## config.mk

```make
export PLATFORM = sky130hd
export DESIGN_NAME = alu_seq_ctrl
export DESIGN_NICKNAME = d
export VERILOG_FILES = /design/src/rtl/alu_seq_ctrl.sv
export SDC_FILE = /design/constraint.sdc
export NUM_CORES = 1
export LEC_CHECK = 0
export BUFFER_PORTS_ARGS = -buffer_cell sky130_fd_sc_hd__buf_2
export CAP_MARGIN = 15
export CELL_PAD_IN_SITES_DETAIL_PLACEMENT = 1
export CELL_PAD_IN_SITES_GLOBAL_PLACEMENT = 1
export CORE_AREA = 4 4 146 148
export CTS_CLUSTER_DIAMETER = 200
export CTS_CLUSTER_SIZE = 10
export DETAILED_ROUTE_END_ITERATION = 16
export DIE_AREA = 0 0 150 152
export PLACE_DENSITY = 0.89
export SLEW_MARGIN = 5
export SYNTH_ARGS = -nofsm -noshare
export SYNTH_HDL_FRONTEND = slang
export SYNTH_SLANG_ARGS = --single-unit
```

## constraint.sdc

```tcl
create_clock -name clk -period 6.2 [get_ports clk]
set_input_delay 0.31 -clock clk [delete_from_list [all_inputs] [get_ports clk]]
set_output_delay 0.31 -clock clk [all_outputs]
set_load 0.005 [all_outputs]
```

## src/rtl/alu_seq_ctrl.sv

```systemverilog
// rtl/alu_seq_ctrl.sv - request/response sequencer that issues one operation at a time to an external ALU
//
// Accepts one request (opcode, A, B). It loads the Y register, pulses alu_start and waits for
// alu_done, giving up after 64 WAIT cycles. It then presents the 2*wordSize result as a response
// that is held until the consumer accepts it.
//
// Ports:
//   clk, clr                  clock; asynchronous active-high reset
//   req_valid/req_ready       request handshake; req_opcode, req_a, req_b request payload
//   alu_y, alu_a, alu_b       operand registers presented to the ALU
//   alu_opcode, alu_start     issued opcode and its one-cycle issue strobe
//   alu_c, alu_done           ALU result and its valid strobe
//   rsp_valid/rsp_ready       response handshake; rsp_lo, rsp_hi, rsp_err response payload
//   op_count                  number of completed responses, including error responses (wraps)
module alu_seq_ctrl #(
    parameter int wordSize = 32
) (
    input  logic                    clk,
    input  logic                    clr,
    input  logic                    req_valid,
    output logic                    req_ready,
    input  logic [4:0]              req_opcode,
    input  logic [wordSize-1:0]     req_a,
    input  logic [wordSize-1:0]     req_b,
    output logic [wordSize-1:0]     alu_y,
    output logic [wordSize-1:0]     alu_a,
    output logic [wordSize-1:0]     alu_b,
    output logic [4:0]              alu_opcode,
    output logic                    alu_start,
    input  logic [2*wordSize-1:0]   alu_c,
    input  logic                    alu_done,
    output logic                    rsp_valid,
    input  logic                    rsp_ready,
    output logic [wordSize-1:0]     rsp_lo,
    output logic [wordSize-1:0]     rsp_hi,
    output logic                    rsp_err,
    output logic [15:0]             op_count
);

    typedef enum logic [2:0] {
        IDLE,
        LOAD_Y,
        EXEC,
        WAIT,
        RESP
    } state_t;

    state_t     state;
    state_t     state_nxt;
    logic [5:0] wait_cnt;
    logic       accept;
    logic       rsp_fire;
    logic       legal;

    // Opcodes 1..15 are implemented by the ALU; 0 and anything with bit 4 set are rejected.
    assign legal = (req_opcode != 5'd0) && !req_opcode[4];

    always_ff @(posedge clk or posedge clr) begin
        if (clr) begin
            state <= IDLE;
        end else begin
            state <= state_nxt;
        end
    end

    always_comb begin
        state_nxt = state;
        req_ready = 1'b0;
        alu_start = 1'b0;
        rsp_valid = 1'b0;
        accept    = 1'b0;
        rsp_fire  = 1'b0;
        case (state)
            IDLE: begin
                // Gate with clr so that a request offered during reset is never seen as accepted.
                req_ready = !clr;
                if (req_valid && !clr) begin
                    accept    = 1'b1;
                    state_nxt = legal ? LOAD_Y : RESP;
                end
            end
            LOAD_Y: state_nxt = EXEC;
            EXEC: begin
                alu_start = 1'b1;
                state_nxt = WAIT;
            end
            WAIT: begin
                if (alu_done || (wait_cnt == 6'd63)) begin
                    state_nxt = RESP;
                end
            end
            RESP: begin
                rsp_valid = 1'b1;
                if (rsp_ready) begin
                    rsp_fire  = 1'b1;
                    state_nxt = IDLE;
                end
            end
            default: state_nxt = IDLE;
        endcase
    end

    always_ff @(posedge clk or posedge clr) begin
        if (clr) begin
            alu_y      <= '0;
            alu_a      <= '0;
            alu_b      <= '0;
            alu_opcode <= '0;
            rsp_lo     <= '0;
            rsp_hi     <= '0;
            rsp_err    <= 1'b0;
            op_count   <= '0;
            wait_cnt   <= '0;
        end else begin
            if (accept) begin
                alu_opcode <= req_opcode;
                alu_a      <= req_a;
                alu_b      <= req_b;
                if (!legal) begin
                    rsp_lo  <= '0;
                    rsp_hi  <= '0;
                    rsp_err <= 1'b1;
                end
            end
            case (state)
                LOAD_Y: alu_y <= alu_a;
                EXEC:   wait_cnt <= '0;
                WAIT: begin
                    wait_cnt <= wait_cnt + 6'd1;
                    // A result arriving on the last allowed cycle still counts as a normal completion.
                    if (alu_done) begin
                        {rsp_hi, rsp_lo} <= alu_c;
                        rsp_err          <= 1'b0;
                    end else if (wait_cnt == 6'd63) begin
                        rsp_lo  <= '0;
                        rsp_hi  <= '0;
                        rsp_err <= 1'b1;
                    end
                end
                default: ;
            endcase
            if (rsp_fire) begin
                op_count <= op_count + 16'd1;
            end
        end
    end

endmodule

```

==> results of run 1 <==
## cell usage after synthesis, types with 2 or more instances
master    instances  area, sq um
dfrtp_1         191         4780
nor2_1            6         22.5
xnor2_1           6         52.6
o21ai_0           6         30.0
mux2_4           10          150
buf_4             7         52.6
nor4_1            2         12.5
nand2_1          14         52.6
nor3_1           10         50.1
xor2_1           10         87.6
clkbuf_1          2         7.51
inv_1             7         26.3
buf_6             3         33.8
nand3b_1          2         15.0
nor4_4            2         42.5
nand3_1           6         30.0
mux2_2           92         1040
a22o_1           67          587
ha_1              2         25.0
buf_2            18         90.1
nand4_1           4         25.0
## per-stage QoR
step           cells  utilization, %  worst slack (ns)  power (W)
4_1_cts         1079            48.7              3.67    0.00499
5_1_grt         1079            48.7              3.47    0.00524
3_5_place_dp    1047            45.7              3.68    0.00385
2_1_floorplan    481               -             0.673    0.00301
6_report        1079            48.7              3.69    0.00490
3_3_place_gp    1047            45.7              3.81    0.00374
## cell families (layout without fill, tap and decap cells)
family / Yosys count / count (layout) / synth area share (%)
buffers and inverters: 37 / 365 / 2.87
DFF: 191 / 191 / 65.2
adders and majority gates: 2 / 2 / 0.341
xor gates and xnor gates: 16 / 16 / 1.91
AOI/OAI and AO/OA: 78 / 78 / 8.99
and+or+nand+nor: 54 / 54 / 4.37
muxes: 103 / 103 / 16.3
## worst paths after layout
| check | start | endpoint |
|---|---|---|
| setup / recovery | state[0]$_DFFE_PP0P_ | rsp_lo[23]$_DFF_PP0_ |
| max in group asynchronous | clr | alu_a[31]$_DFFE_PP0N_ |
| hold / removal | alu_c[31] | rsp_lo[31]$_DFF_PP0_ |
| hold reg to reg | op_count[15]$_DFFE_PP0P_ | op_count[15]$_DFFE_PP0P_ |
| setup reg to reg | state[0]$_DFFE_PP0P_ | rsp_lo[23]$_DFF_PP0_ |
| min in group asynchronous | clr | state[1]$_DFFE_PP0P_ |
## layout by cell type, fill, tap and decap left out, types with 2 or more instances in the layout
cell / instances
buf_2: 322
dfrtp_1: 191
mux2_2: 92
a22o_1: 67
clkbuf_16: 17
nand2_1: 13
mux2_4: 10
xor2_1: 10
nor3_1: 9
nand3_1: 6
inv_1: 6
o21ai_0: 6
xnor2_1: 6
inv_8: 5
nor2_1: 5
nand4_1: 4
buf_4: 4
clkinv_8: 3
inv_6: 3
nor4_4: 2
nor4_1: 2
nand3b_1: 2
nor3_2: 2
ha_1: 2
## routing by layer
metal  global-route usage [%]  vias to the layer above
met5                        0                        -
met3                     4.94                       26
li1                         -                     2376
met2                     30.7                      195
met4                     6.19                        0
met1                     21.6                     2665
## registers in the layout, summed over array words and instances (netlist names)
signal	cells
alu_a	32
alu_b	32
alu_opcode	5
alu_y	32
op_count	16
rsp_err	1
rsp_hi	32
rsp_lo	32
state	3
wait_cnt	6
## report_power, final
group          switching, W  internal [W]
Combinational      0.000715      0.000935
Clock              0.000531      0.000580
Sequential         0.000352       0.00179
Total               0.00160       0.00331
## layout make-up
class                           count  share of cell area [%]
Clock buffer                       18                    4.40
Clock inverter                     14                    1.76
Inverter                            7                   0.346
Multi-Input combinational cell    253                    24.3
Sequential cell                   191                    49.0
Tap cell                          270                    3.46
Timing Repair Buffer              326                    16.8
==> reports/qor.yml, run 1 <==
syn_nets: 621
ctsRootBufferMaster: "clkbuf_16"
fin_area_sq_um: 9760
end_kind: "register"
design.core.area_sq_um: 20000
rsz0062_at_grt: "no"
grt_max_degree: 139
r2r_slack_ns: 3.69
fin_skew_ns: 0.0117
powerDensity_nw_per_um2: 502
crit_top_cell: "buf_4"
start_kind: "register"
finalWeightedCongestion: 0.757
worst-path-buf-inv: 2
vias_per_cell: 4.88
vias: 5262
postCtsSetupBuffers: 0
place_area_sq_um: 9160
drive_above_1_share_pct: 57.7
hp-class: "in -> reg"
area_growth_pct: 33.1
crit_cells: 6
grt_overflow: 0
start_util_pct: 36.6
hold_buffers: 0
crit_slowest_cell: "dfrtp_1"
drt-initial-drc-count: 194
min_period_ns: 2.51
whs_ns: 0.107
die_area_sq_um: 22800
grt_pass1_vias: 5841
r2r_cells: 6
finalHoldViolations: 0
ys_ff_latch: 191
worst-path-max-fanout: 65
synth_ff_type: "dfrtp_1"
synth_edf_count: 0
clkLatencyLatePin_ns: 0.43
drtPass1Iterations: 4
synth_area_sq_um: 7330
final_antenna_net_count: 0
ys_types: 35
cts_tree: "yes"
multiInputGateArea_sq_um: 2370
avgSynthCellArea_sq_um: 15.2
met1Wirelength_um: 8090
drv_cap: 0
finalNetCount: 936
fmax_ghz: 0.399
timing.final.crit_share_pct: 40.5
ir_worst_vdd_uv: 222
fp-row-count: 52
io_buffers: 322
seq_area_sq_um: 4780
tightest_slew_ns: 0.995
antenna_cells: 0
antenna_found_initial: 0
finalSetupViolCount: 0
post_cts_resized: 0
ys_warn_count: 0
clk_pin_slew_ns: 0.07
critPathMaxStageDelay_ns: 0.59
clock-sinks: 191
drc: 0
hold_depth: 2
crit_required_ns: 6.50
crit_type: "reg -> reg"
dp_hpwl_um: 15100
die_h_um: 152
synthArstFlopShare_pct: 100
io_pins: 323
fillers: 2198
clock_path_buffers: 2
slew_headroom_pct: 33.7
dr_wl_met2_um: 10600
postSynthCellCount: 481
drv_slew: 0
wl_met3_um: 1380
track_usage_pct: 17.9
grt_pass1_wl_um: 32500
wl_um: 20400
ys_seq_area_share_pct: 65.2
status: "complete, no violations"
routed.top_layer: "met4"
cp_cell_sequence: "nand3b_1 > nor2_4 > buf_4 > nor3_2 > buf_4 > a22o_1"
h-tree-depth: 4
crit_family: "buffers and inverters"
wl_per_cell_um: 18.9
die_x_um: 150
p_leak_nw: 5.12
setup_tns_ns: 0
cts_made_buffers: 17
crit_arrival_ns: 2.81
Power figures use the tool's default switching activity.
==> run 2, diff against run 1 <==
--- a/config.mk
+++ b/config.mk
@@ -5,16 +5,17 @@
 export SDC_FILE = /design/constraint.sdc
 export NUM_CORES = 1
 export LEC_CHECK = 0
+export ABC_AREA = 1
 export BUFFER_PORTS_ARGS = -buffer_cell sky130_fd_sc_hd__buf_2
 export CAP_MARGIN = 15
 export CELL_PAD_IN_SITES_DETAIL_PLACEMENT = 1
 export CELL_PAD_IN_SITES_GLOBAL_PLACEMENT = 1
-export CORE_AREA = 4 4 146 148
+export CORE_AREA = 4 4 163 165
 export CTS_CLUSTER_DIAMETER = 200
 export CTS_CLUSTER_SIZE = 10
 export DETAILED_ROUTE_END_ITERATION = 16
-export DIE_AREA = 0 0 150 152
-export PLACE_DENSITY = 0.89
+export DIE_AREA = 0 0 167 169
+export PLACE_DENSITY = 0.86
 export SLEW_MARGIN = 5
 export SYNTH_ARGS = -nofsm -noshare
 export SYNTH_HDL_FRONTEND = slang
==> constraint.sdc (replaced) <==
create_clock -name clk -period 2.01 [get_ports clk]
set_input_delay 0.1005 -clock clk [delete_from_list [all_inputs] [get_ports clk]]
set_output_delay 0.1005 -clock clk [all_outputs]
set_load 0.005 [all_outputs]
==> run 2 against run 1 <==
Net effect:
- highest routed layer is now met5
- clock-buffer cell count fell by 1
- die area rose by 24%
- clock skew rose by 0.0082 ns
- critical path type unchanged
==> reports/qor.yml, run 2 <==
wl_per_cell_um: 18.2
crit_type: "reg -> reg"
final_antenna_net_count: 0
crit_start: "wait_cnt[0]$_DFFE_PP0P_"
synthTopCellsByArea: "dfrtp_1 (60%), nand2_1 (17%), nand4_1 (5.5%)"
finalWeightedCongestion: 0.881
worst_r2r_endpoint: "rsp_hi[14]$_DFF_PP0_"
track_usage_pct: 21.2
r2r-start: "wait_cnt[0]$_DFFE_PP0P_"
p_leak_nw: 6.36
ys_ff_latch: 191
ctsRootBufferMaster: "clkbuf_16"
yosysTopAreaCellShare_pct: 60.4
hp-start: "alu_done"
clkLatencyLatePin_ns: 0.43
status: "complete, no violations"
r2r_slack_ns: 0.32
cts_tree: "yes"
wl_um: 30300
fmax_ghz: 0.591
antenna_found_initial: 4
end_kind: "register"
drv_slew: 0
ys_seq_area_share_pct: 60.4
io_buffers: 322
drc: 0
crit_arrival_ns: 2.00
syn_nets: 1011
timing.final.crit_share_pct: 84.2
ir_worst_vdd_uv: 496
die_h_um: 169
synth_edf_count: 0
powerDensity_nw_per_um2: 1300
clock_path_buffers: 2
synthArstFlopShare_pct: 100
vias: 7957
final_cell_mix: "nand2_1 (357), buf_2 (322), dfrtp_1 (191), dlygate4sd3_1 (134), nand4_1 (69)"
place_area_sq_um: 9800
finalNetCount: 1454
clock-sinks: 191
grt_overflow: 0
setup_tns_ns: 0
drt-initial-drc-count: 586
hp-class: "in -> reg"
cts_made_buffers: 17
layout_commonest_cell: "nand2_1"
finalSetupViolCount: 0
postSynthCellCount: 871
finalNonFillerCells: 1660
vias_per_cell: 4.79
clk_pin_slew_ns: 0.08
synthTopCellsByCount: "nand2_1 (358), dfrtp_1 (191), o21ai_0 (75)"
endpoint: "rsp_hi[14]$_DFF_PP0_"
dpl.cell_count: 1491
min_period_ns: 1.69
fin_util_pct: 46.9
start_util_pct: 31.6
grt_pass1_vias: 8794
synth_area_sq_um: 7910
die_x_um: 167
drtPass1Iterations: 5
dp_hpwl_um: 18100
ys_types: 22
io_pins: 323
avgSynthCellArea_sq_um: 9.09
drive_above_1_share_pct: 29.2
fp-row-count: 58
whs_ns: 0.0379
tightest_slew_ns: 0.981
grt_pass1_wl_um: 48200
worst-path-max-fanout: 66
netlist.top_cell.by_area: "dfrtp_1"
area_growth_pct: 48.4
ys_warn_count: 0
start_kind: "register"
crit_required_ns: 2.32
drv_cap: 0
synth_ff_type: "dfrtp_1"
fin_area_sq_um: 11700
slew_headroom_pct: 34.6
synth.most_common_cell: "nand2_1"
grt_max_degree: 120
h-tree-depth: 4
finalHoldViolations: 0
die_area_sq_um: 28200
fin_skew_ns: 0.0198
rsz0062_at_grt: "no"
design.core.area_sq_um: 25000
r2r_cells: 9
## run 2: cell count changes in the layout (fill, tap and decap cells not counted), moves of 16 or more
cell / previous run / this run
o21ai_1: 0 / 16
inv_1: 6 / 59
a22o_1: 67 / 0
nor2_1: 5 / 23
nand2_1: 13 / 357
mux2_2: 92 / 0
o21ai_0: 6 / 63
nand4_1: 4 / 69
dlygate4sd3_1: 0 / 134
## run 2: critical path, cell delays in order, from the launching register on
cell and delay (ns):
dfrtp_1 0.41, ha_1 0.19, nand2_1 0.06, inv_1 0.08, nand2_1 0.07, nor2_1 0.16, nand2_2 0.08, buf_12 0.20
nand4_1 0.16, nand2_1 0.10
## run 2: cell families after synthesis
kind of cell,Yosys count,synth area share (%)
fa+ha+maj,2,0.316
flops,191,60.4
simple gates,475,25.6
buf+inv,113,7.53
compound gates,81,5.12
xor+xnor,9,0.996
## run 2: metal layers
layer	up-vias	track usage (%)	share of wire, %
met2	322	38.0	51
met3	77	5.28	5.9
met5	-	0	0.040
met4	2	8.15	3.6
met1	3881	24.4	39
li1	3675	-	-
## run 2: power breakdown
| group | internal [W] | switching (W) | leakage (nW) |
|---|---|---|---|
| clock network | 0.00178 | 0.00170 | 0.291 |
| logic | 0.00228 | 0.00310 | 3.63 |
| registers | 0.00545 | 0.00101 | 2.44 |
| total | 0.00951 | 0.00581 | 6.36 |
## run 2: through the flow
step                total power [W]  worst slack [ns]
global route                 0.0164             0.182
CTS                          0.0152             0.333
global placement             0.0112             0.371
detailed placement           0.0115             0.333
floorplan                   0.00880             -1.98
finish                       0.0153             0.317
## run 2: area by class of cell
| cell class | instances | area [sq um] |
|---|---|---|
| clock buffers | 17 | 425 |
| well taps | 330 | 413 |
| inverters | 64 | 244 |
| clock inverters | 15 | 171 |
| multi-input cells | 567 | 2550 |
| fillers | 2949 | 13300 |
| diodes | 3 | 7.51 |
| flip-flops and latches | 191 | 4780 |
| repair buffers | 473 | 3160 |
## run 2: timing repair
| item | in CTS | in global routing |
|---|---|---|
| resized for setup | 0 | 0 |
| hold buffers | 134 | 0 |
| endpoints found under the hold margin | 252 | 0 |
| setup buffers | 0 | 0 |
## run 2: worst min-delay path by stage
| stage | to | slack (ns) | cells after the start |
|---|---|---|---|
| 2_1_floorplan | alu_b[29]$_DFFE_PP0N_ | 0.22 | 2 |
| 3_3_place_gp | rsp_lo[28]$_DFF_PP0_ | 0.30 | 3 |
| 3_5_place_dp | alu_b[12]$_DFFE_PP0N_ | 0.31 | 3 |
| 4_1_cts | state[0]$_DFFE_PP0P_ | 0.03 | 4 |
| 5_1_grt | state[1]$_DFFE_PP0P_ | 0.05 | 4 |
| 6_report | state[0]$_DFFE_PP0P_ | 0.04 | 4 |
==> run 3, diff against run 2 <==
--- a/config.mk
+++ b/config.mk
@@ -10,12 +10,12 @@
 export CAP_MARGIN = 15
 export CELL_PAD_IN_SITES_DETAIL_PLACEMENT = 1
 export CELL_PAD_IN_SITES_GLOBAL_PLACEMENT = 1
-export CORE_AREA = 4 4 163 165
+export CORE_AREA = 4 4 156 158
 export CTS_CLUSTER_DIAMETER = 200
 export CTS_CLUSTER_SIZE = 10
 export DETAILED_ROUTE_END_ITERATION = 16
-export DIE_AREA = 0 0 167 169
-export PLACE_DENSITY = 0.86
+export DIE_AREA = 0 0 160 162
+export PLACE_DENSITY = 0.89
 export SLEW_MARGIN = 5
 export SYNTH_ARGS = -nofsm -noshare
 export SYNTH_HDL_FRONTEND = slang
==> constraint.sdc (replaced) <==
create_clock -name clk -period 1.6 [get_ports clk]
set_input_delay 0.08 -clock clk [delete_from_list [all_inputs] [get_ports clk]]
set_output_delay 0.08 -clock clk [all_outputs]
set_load 0.005 [all_outputs]
==> run 3 against run 2 <==
Net effect:
- clock skew fell by 0.0025 ns
- total power up 30%
- sequential share of layout area decreased by 1.5 points
- final area increased by 4.0%
- via count rose by 3.9%
- die area down 8.2%
- largest power group unchanged
==> reports/qor.yml, run 3 (synthesized netlist as in run 2, its figures left out) <==
cts_tree: "yes"
cp_cell_sequence: "ha_2 > nand2_2 > inv_2 > nand2_4 > nor2_4 > nand2_8 > buf_12 > nand4_1 > nand2_1"
start_kind: "register"
area_growth_pct: 54.3
rsz0062_at_grt: "yes"
die_x_um: 160
status: "complete, no violations"
p_leak_nw: 6.61
fin_skew_ns: 0.0173
crit_required_ns: 1.89
finalNonFillerCells: 1645
end_kind: "register"
clk_pin_slew_ns: 0.08
multiInputGateArea_sq_um: 2610
r2r_slack_ns: 0.001
finalWeightedCongestion: 0.787
wl_um: 32800
io_buffers: 322
start_util_pct: 34.2
wl_per_cell_um: 19.9
crit_family: "simple AND/OR/NAND/NOR gates"
track_usage_pct: 23.3
drv_cap: 0
grt_overflow: 0
layout_commonest_cell: "nand2_1"
vias: 8269
drive_above_1_share_pct: 31.2
cts_made_buffers: 17
grt_pass1_wl_um: 48700
clock-sinks: 191
io_pins: 323
fillers: 2694
crit_slowest_cell: "dfrtp_1"
final_antenna_net_count: 0
worst-path-buf-inv: 2
clock_path_buffers: 2
finalHoldViolations: 0
crit_type: "reg -> reg"
clkLatencyLatePin_ns: 0.43
antenna_found_initial: 1
tightest_slew_ns: 0.577
critPathMaxStageDelay_ns: 0.39
whs_ns: 0.136
seq_area_sq_um: 4780
finalNetCount: 1481
worst-path-max-fanout: 7
finalSetupViolCount: 0
dpl.cell_count: 1456
vias_per_cell: 5.03
drc: 0
slew_headroom_pct: 61.5
drtPass1Iterations: 4
crit_arrival_ns: 1.89
fp-row-count: 56
h-tree-depth: 4
powerDensity_nw_per_um2: 1630
hp-class: "in -> reg"
timing.final.crit_share_pct: 99.9
ir_worst_vdd_uv: 647
fin_util_pct: 52.8
grt_max_degree: 107
final_cell_mix: "nand2_1 (355), buf_2 (322), dfrtp_1 (188), dlygate4sd3_1 (135), nand4_1 (69)"
fmax_ghz: 0.626
ctsRootBufferMaster: "clkbuf_16"
grt_pass1_vias: 8930
min_period_ns: 1.60
design.core.area_sq_um: 23100
dp_hpwl_um: 18100
drv_slew: 0
die_area_sq_um: 25900
drt-initial-drc-count: 521
die_h_um: 162
-- run 3: cell types whose count changed in the layout (fill, tap and decap cells not counted), sizes merged --
cell         previous run  this run
buf                   339       355
bufinv                  1         0
clkbuf                 17        27
diode                   3         1
dlygate4sd3           134       135
inv                    70        71
-- run 3: power by group --
part           switching (W)  internal [W]
registers            0.00132       0.00686
clock network        0.00224       0.00215
logic                0.00416       0.00318
-- run 3: worst reg2reg max path, delay by kind of cell (launching register included) --
kind                       cells  cell delay [ns]
buffers and inverters          2             0.25
and+or+nand+nor                6             0.64
DFF                            1             0.39
adders and majority gates      1             0.20
-- run 3: path summary, 6_finish.rpt --
check                      cells past startpoint               startpoint               endpoint
hold / removal                                 4                rsp_ready   state[2]$_DFFE_PP0P_
min in group asynchronous                      4                      clr  alu_a[10]$_DFFE_PP0N_
max in group asynchronous                      4                      clr    rsp_hi[6]$_DFF_PP0_
setup reg to reg                               9  wait_cnt[0]$_DFFE_PP0P_   rsp_hi[21]$_DFF_PP0_
hold reg to reg                                2     alu_b[7]$_DFFE_PP0N_   alu_b[7]$_DFFE_PP0N_
setup / recovery                               9  wait_cnt[0]$_DFFE_PP0P_   rsp_hi[21]$_DFF_PP0_
-- run 3: cell type report --
cell class | count | area share [%]
well taps | 290 | 2.97
multi-input cells | 567 | 21.3
repair buffers | 500 | 29.5
diodes | 1 | 0.0205
inverters | 64 | 2.04
clock inverters | 15 | 1.52
flip-flops and latches | 191 | 39.2
clock buffers | 17 | 3.48
-- run 3: what timing repair did --
action	in CTS	in global routing
resized for setup	4	23
cloned	0	13
endpoints found under the setup margin	4	96
buffers inserted	1	7
pin swaps	0	11
hold buffers	135	0
endpoints found under the hold margin	325	0
-- run 3: per-stage QoR --
step	cell area (sq um)	worst slack [ns]	setup TNS (ns)	total power (W)
after floorplan	7960	-2.37	-495.11	0.0110
after global placement	9810	0.0779	0	0.0141
after detailed placement	9810	-0.0207	-0.0207	0.0145
after CTS	11800	0.00303	0	0.0193
after global routing	12200	-0.0941	-3.38	0.0213
final	12200	0.00135	0	0.0199
-- run 3: metal layers --
metal / part of all wire, % / vias to the layer above / global-route usage (%) / wire length [um]
met5: 0 / - / 0 / 0
met4: 3.8 / 0 / 10.1 / 1250
met3: 6.2 / 95 / 5.51 / 2040
met2: 51 / 395 / 40.8 / 16800
met1: 39 / 4056 / 27.3 / 12700
li1: - / 3723 / - / -
